--- src/rtl/pwm_peripheral.sv ---
// 16-pin output driver: each pin is off, statically high, or follows one shared
// 8-bit PWM waveform whose duty is shadowed and only updated at period boundaries.
module pwm_peripheral #(
    parameter int CLK_DIV = 13
) (
    input  logic        clk,
    input  logic        rst_n,
    input  logic [7:0]  en_reg_out_7_0,
    input  logic [7:0]  en_reg_out_15_8,
    input  logic [7:0]  en_reg_pwm_7_0,
    input  logic [7:0]  en_reg_pwm_15_8,
    input  logic [7:0]  pwm_duty_cycle,
    output logic [15:0] out,
    output logic        period_start
);

    localparam int              PRE_W    = (CLK_DIV > 1) ? $clog2(CLK_DIV) : 1;
    localparam logic [PRE_W-1:0] PRE_LAST = PRE_W'(CLK_DIV - 1);

    if (CLK_DIV < 1 || CLK_DIV > 255) begin : g_bad_clk_div
        $error("pwm_peripheral: CLK_DIV must be in 1..255");
    end

    logic [PRE_W-1:0] pre_q, pre_d;
    logic [7:0]       cnt_q, cnt_d;
    logic [7:0]       duty_s_q, duty_s_d;
    logic [15:0]      out_q, out_d;
    logic             period_start_q, period_start_d;

    logic             pre_wrap;
    logic             pwm_level;
    logic [15:0]      en_all;
    logic [15:0]      pm_all;

    // NOTE: every signal driven here gets a value before any condition, so no latch is inferred.
    always_comb begin
        pre_wrap       = (pre_q == PRE_LAST);
        pre_d          = pre_wrap ? '0 : pre_q + PRE_W'(1);
        cnt_d          = pre_wrap ? cnt_q + 8'd1 : cnt_q;

        // The shadow only moves on the last prescaler tick of count 255, so a
        // new duty never lands in the middle of a period.
        duty_s_d       = (pre_wrap && cnt_q == 8'hFF) ? pwm_duty_cycle : duty_s_q;

        // 0xFF is forced to full-on rather than 255/256.
        pwm_level      = (duty_s_q == 8'hFF) || (cnt_q < duty_s_q);

        en_all         = {en_reg_out_15_8, en_reg_out_7_0};
        pm_all         = {en_reg_pwm_15_8, en_reg_pwm_7_0};
        out_d          = en_all & (~pm_all | {16{pwm_level}});

        period_start_d = (cnt_q == 8'd0) && (pre_q == '0);
    end

    // NOTE: sequential state uses non-blocking assignments so all flops update together.
    always_ff @(posedge clk or negedge rst_n) begin
        if (!rst_n) begin
            pre_q          <= '0;
            cnt_q          <= 8'd0;
            duty_s_q       <= 8'd0;
            out_q          <= 16'h0000;
            period_start_q <= 1'b0;
        end else begin
            pre_q          <= pre_d;
            cnt_q          <= cnt_d;
            duty_s_q       <= duty_s_d;
            out_q          <= out_d;
            period_start_q <= period_start_d;
        end
    end

    assign out          = out_q;
    assign period_start = period_start_q;

endmodule

--- config.mk ---
export PLATFORM = sky130hd
export DESIGN_NAME = pwm_peripheral
export DESIGN_NICKNAME = d
export VERILOG_FILES = /design/src/rtl/pwm_peripheral.sv
export SDC_FILE = /design/constraint.sdc
export NUM_CORES = 1
export LEC_CHECK = 0
export ABC_AREA = 1
export CAP_MARGIN = 20
export CORE_UTILIZATION = 48
export CTS_BUF_LIST = sky130_fd_sc_hd__clkbuf_8
export CTS_CLUSTER_DIAMETER = 200
export DETAILED_ROUTE_END_ITERATION = 8
export PLACE_DENSITY = 0.81
export SYNTH_ARGS = -nofsm -noshare
export SYNTH_HDL_FRONTEND = slang
export SYNTH_SLANG_ARGS = --single-unit
--- constraint.sdc ---
create_clock -name clk -period 2.14 [get_ports clk]
set_input_delay 0.321 -clock clk [delete_from_list [all_inputs] [get_ports clk]]
set_output_delay 0.321 -clock clk [all_outputs]
set_load 0.05 [all_outputs]
==> impl_metrics.csv <==
group,metric,value,unit
setup_path,slowest_stage,"clkdlybuf4s50_1",
drt,vias,1395,
power,power.total,1.57,mW
power,leakagePower,1.28,nW
timing,period_share,82.5,%
setup_path,cp_num_buf_inv,1,
logic_synthesis,synth-edff-count,0,
global_route,grt_pass1_vias,1431,
clock_network,insertion_delay,0.29,ns
worst_hold_path,hold_class,"in -> async",
logic_synthesis,synth_top_area_cell,"dfrtp_1",
logic_synthesis,ys_types,22,
timing,fin_tns_setup,0,ns
timing,relSlewSlack,46.6,%
timing,finalMaxSlewViolations,0,
setup_path,slowest_delay,0.82,ns
floorplan,die_y,64.0,um
power,netSwitchingPower,361,uW
setup_path,r2r-start,"cnt_q[5]$_DFFE_PN0P_",
job,max_cap_violations,0,
setup_path,cp.required,1.82,ns
logic_synthesis,ys_warn_count,0,
setup_path,reg2regPathDepth,8,
logic_synthesis,yosysTopAreaCellShare,50.2,%
timing,setup_violations,0,
floorplan,io-pin-count,59,
finish,fillers,292,
logic_synthesis,ys.flop_type,"dfrtp_1",
floorplan,die_w,64.0,um
clock_network,cts_made_buffers,5,
logic_synthesis,synth.top_cells.by_count,"37 x dfrtp_1, 33 x inv_1, 33 x nand2_1",
timing,finalHoldViolations,0,
logic_synthesis,syn_avg_cell_area,10.1,um2
power,comb_power_share,14.3,%
floorplan,fp-row-count,22,
floorplan,dieArea,0.00410,mm2
floorplan,start_util,50.4,%
clock_network,clock_path_buffers,2,
power,netSwitchingFraction,23.0,%
drt,routed_via_density,4.74,
finish,multiInputGateArea,761,um2
logic_synthesis,seq_area_frac_synth,50.2,%
finish,fin_nets,298,
placement,io_buffer_count,58,
logic_synthesis,syn_area,0.00185,mm2
drt,firstDrtPassIters,4,
global_route,grt_overflow,0,
global_route,grt_max_degree,38,
global_route,antenna_found_initial,0,
clock_network,cts.sinks,37,
setup_path,crit_fanout,1,
power,clock_power_share,39.2,%
global_route,grt_usage,20.4,%
setup_path,rr_endpoint,"out[15]$_DFF_PN0_",
clock_network,htree_levels,2,
drt,drc_errors,0,
logic_synthesis,synthCells,182,
placement,place_congestion,0.739,
setup_path,cp-end-kind,"primary output",
logic_synthesis,syn-num-nets,235,
timing,fmax,566,MHz
finish,seq_area,926,um2
clock_network,post_cts_buffers,0,
finish,area_delta_synth_final,39.5,%
setup_path,crit_type,"reg -> out",
drt,drtAntennaViolNets,0,
status,outcome,"finished clean",
timing,worst_slew_pin_slew,0.800,ns
clock_network,clkTransAtPathRegs,0.07,ns
placement,hpwl,2560,um
setup_path,rrSetupSlack,0.39,ns
power,power.density_cell_area,610,mW/mm2
setup_path,worst_setup_path_start_kind,"flop",
drt,initialDrtViolationCount,35,
logic_synthesis,synth.ff_latch_count,37,
logic_synthesis,netlist_top_cells_area,"dfrtp_1 50%, ha_1 7.5%, inv_1 6.7%, nand2_1 6.7%, mux2_4 6.5%",
drt,wirelength,3490,um
timing,rsz0062_at_grt,"no",
finish,layout-drive-gt1-share,14.6,%
clock_network,cts_resized,0,
finish,num_antenna_cells,0,
power,p_int,1.21,mW
setup_path,path_cells,"clkdlybuf4s50_1",
setup_path,cp.arrival,1.45,ns
power,seqPwrFrac,46.6,%
clock_network,cts_tree,"yes",
logic_synthesis,synth_most_common_cell,"dfrtp_1",
logic_synthesis,async_flop_share,100,%
clock_network,root_buffer,"clkbuf_8",
setup_path,path_delay_family,"buffers and inverters",
drt,wire_per_inst,11.9,um
clock_network,cts_hold_buf,0,
timing,period_minus_slack,1.77,ns
timing,worst_clock_skew,0.00617,ns
floorplan,core_area,0.00366,mm2
global_route,grt_pass1_wl,6150,um
power,ir_worst_vdd,0.000394,V
-- cells in the final DEF (no fill, tap or decap), drive strengths merged, types with 2 or more instances in the layout --
master         netlist  final
xor2                 5      5
nor2                11     11
nor4                 2      2
nand2               36     36
mux2                 8      8
clkdlybuf4s50        0     57
ha                  11     11
nand3               23     23
nor3                 3      3
xnor2                3      3
a21oi                3      3
inv                 35     36
dfrtp               37     37
clkbuf               0      6
-- registers in the layout (all words and copies together), names as in the netlist --
signal        flops
duty_s_q          8
period_start      1
pre_q             4
out              16
cnt_q             8
-- how the worst max path moves through the flow --
stage | start | cells after the start | end
finish | out[5]$_DFF_PN0_ | 1 | out[5]
global route | cnt_q[5]$_DFFE_PN0P_ | 8 | out[2]$_DFF_PN0_
CTS | out[5]$_DFF_PN0_ | 1 | out[5]
detailed placement | cnt_q[5]$_DFFE_PN0P_ | 8 | out[15]$_DFF_PN0_
global placement | cnt_q[5]$_DFFE_PN0P_ | 8 | out[2]$_DFF_PN0_
floorplan | duty_s_q[5]$_DFFE_PN0P_ | 10 | out[10]$_DFF_PN0_
-- power by group through the flow --
stage	registers (mW)	clock network [mW]	logic (mW)
after CTS	0.731	0.634	0.227
after detailed placement	0.745	0	0.226
after global placement	0.744	0	0.223
after global routing	0.734	0.665	0.242
final	0.731	0.615	0.224
after floorplan	0.801	0	0.0402
-- layer usage --
| metal | global-route usage [%] | up-vias | share of wire (%) |
|---|---|---|---|
| li1 | - | 690 | - |
| met1 | 21.8 | 656 | 39 |
| met2 | 34.4 | 45 | 52 |
| met3 | 10.4 | 4 | 8.4 |
| met4 | 6.82 | 0 | 1.1 |
| met5 | 0 | - | 0 |
-- through the flow --
stage	hold slack [ns]	instance area (um2)	instances	worst slack, ns	utilization (%)
after global routing	0.177	2570	294	0.188	70.3
after global placement	0.450	2460	286	0.467	67.2
after detailed placement	0.455	2460	286	0.416	67.2
after floorplan	0.0254	1850	182	0.625	-
after CTS	0.132	2570	294	0.361	70.3
final	0.113	2570	294	0.374	70.3
-- layout make-up --
type                       instances  area share [%]
clock inverter                     2            1.31
clock buffer                       6            3.21
multi-input combinational        107            29.5
sequential                        37            36.0
timing repair buffer              58            22.4
tap                               48            2.33
inverter                          36            5.30
-- cells by family after synthesis --
logic type / after synthesis / share of synthesized area [%]
and+or+nand+nor: 76 / 22.4
DFF: 37 / 50.2
adders and majority gates: 11 / 7.46
AOI/OAI and AO/OA: 4 / 1.08
xor gates and xnor gates: 8 / 3.80
buffers and inverters: 38 / 8.61
muxes: 8 / 6.51
Power figures use the tool's default switching activity.
